File: config.mk
export PLATFORM = sky130hd
export DESIGN_NAME = debug_uart_tx
export DESIGN_NICKNAME = d
export VERILOG_FILES = /design/src/rtl/debug_pkg.sv /design/src/rtl/uart_tx_byte.sv /design/src/rtl/debug_uart_tx.sv
export SDC_FILE = /design/constraint.sdc
export NUM_CORES = 1
export LEC_CHECK = 0
export CORE_ASPECT_RATIO = 2
export CORE_MARGIN = 3
export CORE_UTILIZATION = 30
export CTS_CLUSTER_SIZE = 16
export DETAILED_ROUTE_END_ITERATION = 8
export HOLD_SLACK_MARGIN = 0.02
export PLACE_DENSITY = 0.45
export SLEW_MARGIN = 40
export SYNTH_ARGS = -nofsm -noshare
export SYNTH_HDL_FRONTEND = slang
export SYNTH_SLANG_ARGS = --single-unit
export TNS_END_PERCENT = 1
File: constraint.sdc
create_clock -name sys_clk -period 13.12 [get_ports sys_clk]
set_clock_uncertainty 0.15 [all_clocks]
set_input_delay 1.312 -clock sys_clk [delete_from_list [all_inputs] [get_ports sys_clk]]
set_output_delay 1.312 -clock sys_clk [all_outputs]
set_load 0.01 [all_outputs]
File: src/rtl/debug_pkg.sv
// debug_pkg: frame geometry, FSM states and frame byte selection for the debug UART
package debug_pkg;
  localparam int SEQ_LEN = 20;
  localparam int SEQ_NUM = 6;
  localparam int SEQ_W = SEQ_LEN * SEQ_NUM;
  localparam int BYTES_PER_SEQ = (SEQ_LEN + 7) / 8;
  localparam int FRAME_BYTES = 1 + SEQ_NUM * BYTES_PER_SEQ + 1;
  localparam int IDX_W = $clog2(FRAME_BYTES + 1);
  localparam int PAD = 8 * BYTES_PER_SEQ - SEQ_LEN;
  localparam logic [7:0] SYNC_BYTE = 8'hA5;
  typedef enum logic [1:0] {IDLE, SEND, DONE} state_t;
  // byte k of the frame excluding the checksum: 0 is SYNC, then sign-extended values MSB byte first
  function automatic logic [7:0] frame_byte(input logic [SEQ_W-1:0] seq, input logic [IDX_W-1:0] k);
    logic [SEQ_LEN-1:0] v;
    logic [8*BYTES_PER_SEQ-1:0] ext;
    int p;
    p = int'(k) - 1;
    if (p < 0) return SYNC_BYTE;
    if (p >= SEQ_NUM * BYTES_PER_SEQ) return 8'h00;
    v = seq[(p / BYTES_PER_SEQ) * SEQ_LEN +: SEQ_LEN];
    ext = {{PAD{v[SEQ_LEN-1]}}, v};
    return ext[(BYTES_PER_SEQ - 1 - p % BYTES_PER_SEQ) * 8 +: 8];
  endfunction
endpackage

File: src/rtl/uart_tx_byte.sv
// uart_tx_byte: 8N1 serialiser that can reload in the last stop-bit cycle for gapless bytes
module uart_tx_byte #(
  parameter int CLKS_PER_BIT = 868
) (
  input  logic       clk,
  input  logic       rst,
  input  logic       start,
  input  logic [7:0] data,
  output logic       tx,
  output logic       byte_busy,
  output logic       byte_done
);
  localparam int BW = $clog2(CLKS_PER_BIT + 1);
  localparam logic [BW-1:0] BAUD_MAX = BW'(CLKS_PER_BIT - 1);
  logic [BW-1:0] baud_q, baud_d;
  logic [3:0] bit_q, bit_d;
  logic [9:0] shift_q, shift_d;
  logic busy_q, busy_d, bit_end;
  assign bit_end = baud_q == BAUD_MAX;
  assign byte_done = busy_q && bit_end && bit_q == 4'd9;
  assign tx = shift_q[0];
  assign byte_busy = busy_q;
  // advance baud/bit counters and shift out; a start in the final stop cycle chains the next byte
  always_comb begin
    baud_d = busy_q && !bit_end ? baud_q + 1'b1 : '0;
    bit_d = busy_q && bit_end ? bit_q + 1'b1 : bit_q;
    shift_d = busy_q && bit_end ? {1'b1, shift_q[9:1]} : shift_q;
    busy_d = busy_q && !byte_done;
    if (start && (!busy_q || byte_done)) begin
      shift_d = {1'b1, data, 1'b0};
      busy_d = 1'b1;
      baud_d = '0;
      bit_d = '0;
    end
  end
  // state registers; the shifter resets to all ones so the line idles high
  always_ff @(posedge clk or posedge rst) begin
    if (rst) begin
      baud_q <= '0;
      bit_q <= '0;
      shift_q <= '1;
      busy_q <= 1'b0;
    end else begin
      baud_q <= baud_d;
      bit_q <= bit_d;
      shift_q <= shift_d;
      busy_q <= busy_d;
    end
  end
endmodule

File: src/rtl/debug_uart_tx.sv
// debug_uart_tx: snapshots the debug bus on trigger and sends a SYNC/payload/XOR frame over UART
module debug_uart_tx
  import debug_pkg::*;
#(
  parameter int CLKS_PER_BIT = 868
) (
  input  logic             sys_clk,
  input  logic             sys_rst,
  input  logic             trigger,
  input  logic [SEQ_W-1:0] bcd_seq,
  output logic             tx,
  output logic             busy,
  output logic             frame_done,
  output logic             dropped
);
  localparam logic [IDX_W-1:0] LAST = IDX_W'(FRAME_BYTES - 1);
  state_t state_q, state_d;
  logic [IDX_W-1:0] idx_q, idx_d, nxt_idx;
  logic [SEQ_W-1:0] snap_q, snap_d;
  logic [7:0] chk_q, chk_d, byte_data;
  logic accept, start, byte_done, byte_busy;
  assign busy = byte_busy;
  assign frame_done = state_q == DONE;
  assign dropped = trigger && busy;
  assign accept = trigger && !busy;
  assign nxt_idx = accept ? '0 : idx_q + 1'b1;
  assign byte_data = nxt_idx == LAST ? chk_q : frame_byte(snap_q, nxt_idx);
  // frame sequencing: start SYNC on accept, chain each following byte on byte_done, fold payload into checksum
  always_comb begin
    state_d = state_q;
    idx_d = idx_q;
    snap_d = snap_q;
    chk_d = chk_q;
    start = 1'b0;
    if (accept) begin
      state_d = SEND;
      idx_d = '0;
      snap_d = bcd_seq;
      chk_d = '0;
      start = 1'b1;
    end else if (state_q == SEND && byte_done) begin
      state_d = idx_q == LAST ? DONE : SEND;
      idx_d = idx_q == LAST ? idx_q : nxt_idx;
      start = idx_q != LAST;
      chk_d = nxt_idx < LAST ? chk_q ^ byte_data : chk_q;
    end else if (state_q == DONE) begin
      state_d = IDLE;
    end
  end
  // frame state, byte index, snapshot and checksum registers
  always_ff @(posedge sys_clk or posedge sys_rst) begin
    if (sys_rst) begin
      state_q <= IDLE;
      idx_q <= '0;
      snap_q <= '0;
      chk_q <= '0;
    end else begin
      state_q <= state_d;
      idx_q <= idx_d;
      snap_q <= snap_d;
      chk_q <= chk_d;
    end
  end
  uart_tx_byte #(.CLKS_PER_BIT(CLKS_PER_BIT)) u_byte (
    .clk(sys_clk),
    .rst(sys_rst),
    .start(start),
    .data(byte_data),
    .tx(tx),
    .byte_busy(byte_busy),
    .byte_done(byte_done)
  );
endmodule

==> reports/qor.log, run 1 <==
qor: setup_path.critPathSlowestCell a211o_1
qor: global_route.vias_in_the_first_global_route 13.7k
qor: timing.setup_viol 0
qor: power.power_density_cells 173 nW/µm²
qor: setup_path.critical_path_start trigger
qor: clocking.cts_resized 0
qor: clocking.clk_pin_slew 0.08 ns
qor: routing.post-route-drc-count 0
qor: global_route.antenna_found_initial 0
qor: floorplan.floorplan.rows 105
qor: clocking.clkSinkCount 159
qor: logic_synthesis.synth-warning-count 0
qor: timing.period_minus_slack 10.38 ns
qor: setup_path.r2r_setup_slack 3.62 ns
qor: run.maxCapViolations 0
qor: floorplan.die-width 151 µm
qor: logic_synthesis.synthesis.instances 1649
qor: global_route.grt_max_degree 82
qor: cells_and_area.area_delta_synth_final 19.5%
qor: timing.tightest_slew 0.865 ns
qor: setup_path.cp_slowest_stage_delay 0.68 ns
qor: clocking.cts-buffers-inserted 17
qor: timing.slew_headroom 42.2%
qor: placement.globalplace.congestion 1.07
qor: clocking.clk_latency 0.47 ns
qor: hold_path.worst_hold_path_type register to register
qor: timing.fmaxAchievable 96.4 MHz
qor: logic_synthesis.synth_area_per_cell 7.67 µm²
qor: cells_and_area.finish.net_count 1864
qor: routing.drt_first_pass_iters 5
qor: setup_path.bufs_and_invs_on_worst_path 10
qor: global_route.grt_first_pass_wirelength 94.4 mm
qor: cells_and_area.final_layout_size_suffix_gt1_share 8.60%
qor: routing.detailroute.via_count 13.4k
qor: clocking.number_of_h_tree_branching_levels 4
qor: floorplan.dieArea 44800 µm²
qor: logic_synthesis.synth-async-reset-ratio 100%
qor: clocking.cts.repair_timing.setup_buffer_count 0
qor: power.static-leakage-power 6.67 nW
qor: routing.drtIter0Drc 1132
qor: clocking.clock_tree_from_tritoncts done
qor: setup_path.cp_top_family compound AO/OA/AOI/OAI gates
qor: setup_path.setup.worst_path.start_class input pin
qor: routing.vias_per_cell 5.91
qor: setup_path.cp_data_arrival_time 10.58 ns
qor: setup_path.critical_path.reg2reg.startpoint u_byte.byte_busy$_DFF_PP0_
qor: floorplan.core_region_area 41400 µm²
qor: outcome.run_status finished, final reports clean
qor: logic_synthesis.synth_flop_cell dfrtp_1
qor: logic_synthesis.synth_nets 1794
qor: logic_synthesis.synth_area 12700 µm²
qor: floorplan.num_io_pins 127
qor: floorplan.initial_core_util 30.6%
qor: global_route.gr-total-overflow 0
qor: routing.route.final.wire_length 65.5 mm
qor: logic_synthesis.synth-seq-cells 159
qor: placement.buffer_ports.inserted 126
qor: setup_path.path_common_cell ha_1
qor: power.ir_drop 0.000108 V
qor: floorplan.dieHeight 296 µm
qor: setup_path.setup.worst_path.end_class register
qor: placement.dp.final_hpwl 48.8 mm
qor: global_route.grt_use_total 29.1%
qor: routing.detail-route-antenna-nets 0
qor: timing.min_period_over_period 79.1%
qor: setup_path.reg2reg_to chk_q[0]$_DFFE_PP0P_
qor: logic_synthesis.synth_enable_flop_cells 0
qor: timing.number_of_slew_limit_violations_in_the_final_report 0
qor: setup_path.cp_max_fo 25
qor: setup_path.critical_path_required 13.33 ns
qor: timing.tns 0 ns
qor: setup_path.worst_setup_path_endpoint chk_q[0]$_DFFE_PP0P_
qor: timing.report.final.hold_viol_count 0
qor: routing.avgRoutedWirePerCell 28.9 µm
qor: logic_synthesis.synth_seq_area_share 31.5%
qor: clocking.cts.root.buffer_cell clkbuf_16
qor: setup_path.crit_cells 40
qor: clocking.clock_path_buffers 2
qor: clocking.holdBufCountCts 0
qor: setup_path.r2r_cells 39
qor: timing.unrepaired_setup_endpoints_after_global_routing false
qor: logic_synthesis.synth.lib_cells_used.distinct 99
qor: setup_path.path_class input pin to register
qor: cells_and_area.fill_cells 4432
qor: power.totalPowerFinal 2.62 mW
==> synth_stat cells (8+ instances only) <==
master | instances | area (µm²)
a31oi_1 | 36 | 225
mux2_2 | 13 | 146
a221oi_1 | 9 | 78.8
xnor2_1 | 21 | 184
dfrtp_1 | 150 | 3750
nand3_1 | 90 | 450
nand2_1 | 498 | 1870
and2_1 | 14 | 87.6
o221ai_1 | 8 | 70.1
nand4_1 | 12 | 75.1
xor2_1 | 12 | 105
o21ai_0 | 71 | 355
nor2_1 | 76 | 285
clkbuf_1 | 74 | 278
dfstp_2 | 9 | 236
o22ai_1 | 10 | 62.6
buf_2 | 27 | 135
o211ai_1 | 14 | 105
a211o_1 | 8 | 70.1
buf_1 | 12 | 45.0
and3_1 | 10 | 62.6
nor2b_1 | 8 | 50.1
nor3_1 | 25 | 125
a21o_1 | 9 | 67.6
a311oi_1 | 9 | 78.8
a21oi_1 | 64 | 320
a211oi_1 | 28 | 210
mux2i_1 | 117 | 1170
inv_1 | 22 | 82.6
nor4_1 | 11 | 68.8
ha_1 | 21 | 263
a22oi_1 | 8 | 60.1
==> metrics by stage <==
step | util (%) | cells | hold slack [ns] | area (µm²) | setup slack (ns)
6_report | 36.5 | 2268 | 0.329 | 15100 | 2.74
2_1_floorplan | - | 1649 | 0.298 | 12700 | 1.62
3_3_place_gp | 34.8 | 2233 | 0.319 | 14400 | 2.08
3_5_place_dp | 34.9 | 2233 | 0.318 | 14400 | 2.40
5_1_grt | 36.5 | 2267 | 0.343 | 15100 | 2.21
4_1_cts | 36.4 | 2265 | 0.329 | 15100 | 2.85
==> how the worst min path moves through the flow <==
| stage | slack, ns | start | cells after the start | to |
|---|---|---|---|---|
| 2_1_floorplan | 0.30 | u_byte.shift_q[1]$_DFFE_PP1P_ | 2 | u_byte.shift_q[0]$_DFFE_PP1P_ |
| 3_5_place_dp | 0.32 | u_byte.shift_q[1]$_DFFE_PP1P_ | 2 | u_byte.shift_q[0]$_DFFE_PP1P_ |
| 5_1_grt | 0.34 | u_byte.shift_q[1]$_DFFE_PP1P_ | 2 | u_byte.shift_q[0]$_DFFE_PP1P_ |
| 4_1_cts | 0.33 | u_byte.shift_q[1]$_DFFE_PP1P_ | 2 | u_byte.shift_q[0]$_DFFE_PP1P_ |
| 6_report | 0.33 | u_byte.shift_q[1]$_DFFE_PP1P_ | 2 | u_byte.shift_q[0]$_DFFE_PP1P_ |
| 3_3_place_gp | 0.32 | u_byte.shift_q[1]$_DFFE_PP1P_ | 2 | u_byte.shift_q[0]$_DFFE_PP1P_ |
==> worst register-to-register path: cells and delay by family, from the launching register on <==
family	cells	cell delay (ns)
buffers and inverters	9	1.88
flip-flops	1	0.51
AO/OA/AOI/OAI	13	3.17
adder cells (fa/ha/maj)	6	1.82
AND/OR/NAND/NOR	9	1.48
XOR/XNOR	2	0.37
==> layout make-up <==
class                   instances  area (µm²)  area share, %
multi-input cells            1342        8080           53.5
clock inverters                15         188           1.24
clock buffers                  17         425           2.81
flip-flops and latches        159        3990           26.4
repair buffers                172        1650           10.9
diodes                          1        2.50         0.0166
inverters                      27         109          0.720
well taps                     535         669           4.43
==> per-layer routing <==
metal,vias to the layer above,wire (µm),global-route usage [%]
li1,6035,-,-
met1,6568,22500,30.1
met2,585,33900,51.9
met3,223,2890,3.61
met4,0,6200,23.1
met5,-,0,0
==> cell usage in the layout, fill, tap and decap left out, types with 12 or more instances in the layout <==
master	count
dfrtp_1	150
a21oi_1	63
nand4_1	12
a31oi_1	36
clkdlybuf4s50_1	126
inv_1	21
nand2_1	498
nor3_1	25
nand3_1	90
o211ai_1	14
o21ai_0	71
mux2i_1	116
mux2_2	13
ha_1	21
nor2_1	75
xnor2_1	20
and2_1	14
clkbuf_16	17
a211oi_1	27
buf_4	40
==> cell families (layout without fill, tap and decap cells) <==
| group | Yosys count | after routing | synth area share, % |
|---|---|---|---|
| multiplexers | 138 | 138 | 11.7 |
| other | 0 | 1 | 0 |
| XOR/XNOR | 34 | 34 | 2.50 |
| adder cells (fa/ha/maj) | 24 | 24 | 2.39 |
| AND/OR/NAND/NOR | 779 | 779 | 26.7 |
| flip-flops | 159 | 159 | 31.5 |
| buffers and inverters | 148 | 231 | 5.01 |
| AO/OA/AOI/OAI | 367 | 367 | 20.1 |
==> report_power, final <==
part           total (mW)  switching, mW  internal (mW)
clock network       0.527          0.267          0.260
registers           0.562         0.0415          0.520
logic                1.53           1.06          0.475
==> registers in the layout (all words and copies together) (netlist names) <==
signal and count:
u_byte.baud_q 10, snap_q 120, idx_q 5, u_byte.shift_q 9, u_byte.byte_busy 1, chk_q 8, state_q 2, u_byte.bit_q 4
Note: power is estimated with default switching activity, not from simulation.
==> run 2, diff against run 1 <==
- PLACE_DENSITY: 0.45 -> 0.47
- clock period: 13.12 -> 8.8 ns (I/O delays scaled with it)
==> reports/qor.log, run 2 (synthesis gave the netlist of run 1 again) <==
qor: global_route.vias_in_the_first_global_route 13.8k [+0.47%]
qor: clocking.clkSinkCount 159 [unchanged]
qor: routing.post-route-drc-count 0 [unchanged]
qor: routing.drtIter0Drc 923 [-18%]
qor: timing.slew_headroom 36.0% [-6.2 points]
qor: setup_path.critical_path_required 9.00 ns [-4.33 ns]
qor: cells_and_area.finish.net_count 1910 [+2.5%]
qor: cells_and_area.postLayoutCoreUtil 37.9% [+1.4 points]
qor: power.static-leakage-power 6.93 nW [+3.9%]
qor: outcome.run_status finished, final reports clean
qor: cells_and_area.final_instance_area 15700 µm² [+3.8%]
qor: run.maxCapViolations 0 [unchanged]
qor: clocking.holdBufCountCts 0 [unchanged]
qor: clocking.number_of_h_tree_branching_levels 4 [unchanged]
qor: cells_and_area.final_layout_size_suffix_gt1_share 12.0% [+3.4 points]
qor: setup_path.setup.worst_path.end_class register
qor: setup_path.path_class input pin to register
qor: cells_and_area.antenna_cells 0 [-1]
qor: clocking.cts-buffers-inserted 17 [unchanged]
qor: cells_and_area.registers.top_by_ff_count snap_q
qor: routing.detailroute.via_count 13.7k [+2.0%]
qor: floorplan.dieHeight 296 µm [unchanged]
qor: placement.globalplace.congestion 1.05 [-1.4%]
qor: timing.number_of_slew_limit_violations_in_the_final_report 0 [unchanged]
qor: routing.vias_per_cell 5.92 [about the same]
qor: power.ir_drop 0.000126 V [+17%]
qor: power.power_density_cells 262 nW/µm² [+51%]
qor: timing.period_minus_slack 8.47 ns
qor: placement.detailed_place.area 15000 µm² [+4.0%]
qor: clocking.clk_latency 0.47 ns [about the same]
qor: setup_path.cp_data_arrival_time 8.67 ns [-1.91 ns]
qor: clocking.clock_path_buffers 2 [unchanged]
qor: routing.detail-route-antenna-nets 0 [unchanged]
qor: floorplan.floorplan.rows 105 [unchanged]
qor: floorplan.num_io_pins 127 [unchanged]
qor: floorplan.die-width 151 µm [unchanged]
qor: power.totalPowerFinal 4.11 mW [+57%]
qor: global_route.antenna_found_initial 0 [unchanged]
qor: routing.route.final.wire_length 65.2 mm [-0.44%]
qor: clocking.clock_tree_from_tritoncts done
qor: global_route.grt_use_total 28.9% [-0.19 points]
qor: timing.min_period_over_period 96.2%
qor: timing.tightest_slew 0.933 ns [+0.0677 ns]
qor: cells_and_area.area_delta_synth_final 24.0%
qor: routing.drt_first_pass_iters 6 [+1]
qor: timing.timing.hold.ws 0.336 ns [+0.00754 ns]
qor: timing.fmaxAchievable 118 MHz
qor: global_route.gr-total-overflow 0 [unchanged]
qor: cells_and_area.most-common-layout-cells nand2_1, dfrtp_1, clkdlybuf4s50_1
qor: hold_path.worst_hold_path_type register to register
qor: floorplan.initial_core_util 30.6% [unchanged]
qor: global_route.grt_max_degree 100 [+22%]
qor: cells_and_area.layout.cells.most_common nand2_1
qor: timing.setup_viol 0 [unchanged]
qor: cells_and_area.largest_register_ffs 120 [unchanged]
qor: setup_path.setup.worst_path.start_class input pin
qor: cells_and_area.final_cells 2313 [+2.0%]
qor: placement.dp.final_hpwl 48.2 mm [-1.2%]
qor: placement.buffer_ports.inserted 126 [unchanged]
qor: timing.report.final.hold_viol_count 0 [unchanged]
qor: cells_and_area.reg.largest.list snap_q x120, u_byte.baud_q x10, u_byte.shift_q x9
qor: routing.avgRoutedWirePerCell 28.2 µm [-2.4%]
qor: setup_path.cp_max_fo 12 [-52%]
qor: clocking.cts.root.buffer_cell clkbuf_16
qor: setup_path.cp_slowest_stage_delay 0.47 ns [-0.21 ns]
qor: clocking.clk_pin_slew 0.08 ns [about the same]
qor: placement.dpl.cell_count 2280 [+2.1%]
qor: global_route.grt_first_pass_wirelength 93.9 mm [-0.46%]
qor: floorplan.core_region_area 41400 µm² [unchanged]
qor: floorplan.dieArea 44800 µm² [unchanged]
qor: setup_path.critPathSlowestCell clkdlybuf4s50_1
==> run 2: changes by cell type in the layout (fill, tap and decap cells not counted), moves of 2 or more <==
cell        before  now
ha_1            21   14
buf_4           40   81
ha_2             0    4
buf_12           2    6
xnor2_2          1    3
ha_4             0    3
clkinvlp_4       1    3
clkinv_4         3    0
xnor2_1         20   17
inv_8            5    8
nor2_4           0    2
nor2_1          75   73
==> run 2: per-layer routing <==
metal | share of wire (%) | vias up | track usage, %
met5 | 0 | - | 0
met4 | 11 | 0 | 24.1
met3 | 5.4 | 256 | 4.73
met2 | 50 | 616 | 49.5
met1 | 34 | 6679 | 30.5
li1 | - | 6134 | -
==> run 2: cell type report <==
cell class	instances	area (µm²)
Clock buffer	18	439
Sequential cell	159	3990
Fill cell	4368	25700
Timing Repair Buffer	218	2040
Inverter	27	114
Multi-Input combinational cell	1342	8260
Tap cell	535	669
Clock inverter	14	166
==> run 2: timing repair <==
action,4_1_cts,5_1_grt
setup endpoints to repair,0,14
setup buffers,0,1
resized for setup,0,8
endpoints found under the hold margin,0,0
==> run 2: where the power goes <==
part / switching [mW] / leakage, nW / internal [mW]
Sequential: 0.0588 / 1.98 / 0.776
Clock: 0.400 / 0.287 / 0.391
Combinational: 1.64 / 4.66 / 0.853
==> run 2: path summary, 6_finish.rpt <==
path                       slack [ns]                          to                  startpoint  cells after the start
setup / recovery                 0.33        chk_q[7]$_DFFE_PP0P_                     trigger                     37
hold / removal                   0.34  u_byte.baud_q[0]$_DFF_PP0_  u_byte.baud_q[0]$_DFF_PP0_                      1
setup reg to reg                 0.40        chk_q[7]$_DFFE_PP0P_        idx_q[0]$_DFFE_PP0P_                     35
hold reg to reg                  0.34  u_byte.baud_q[0]$_DFF_PP0_  u_byte.baud_q[0]$_DFF_PP0_                      1
max in group asynchronous        6.61        idx_q[0]$_DFFE_PP0P_                     sys_rst                      3
min in group asynchronous        0.71      snap_q[72]$_DFFE_PP0P_                     sys_rst                      2
==> run 2: per-stage QoR <==
step                      TNS [ns]  setup slack [ns]
after CTS                        0            0.0743
after global routing      -0.00224          -0.00224
after detailed placement     -1.43            -0.237
after floorplan            -0.0212           -0.0146
final                            0             0.335
after global placement      -0.836            -0.166
==> run 2: critical path, delay by kind of cell <==
family / cells / cell delay, ns
xor+xnor: 2 / 0.62
buf+inv: 5 / 1.17
simple gates: 12 / 1.91
fa+ha+maj: 5 / 1.28
compound gates: 13 / 2.77
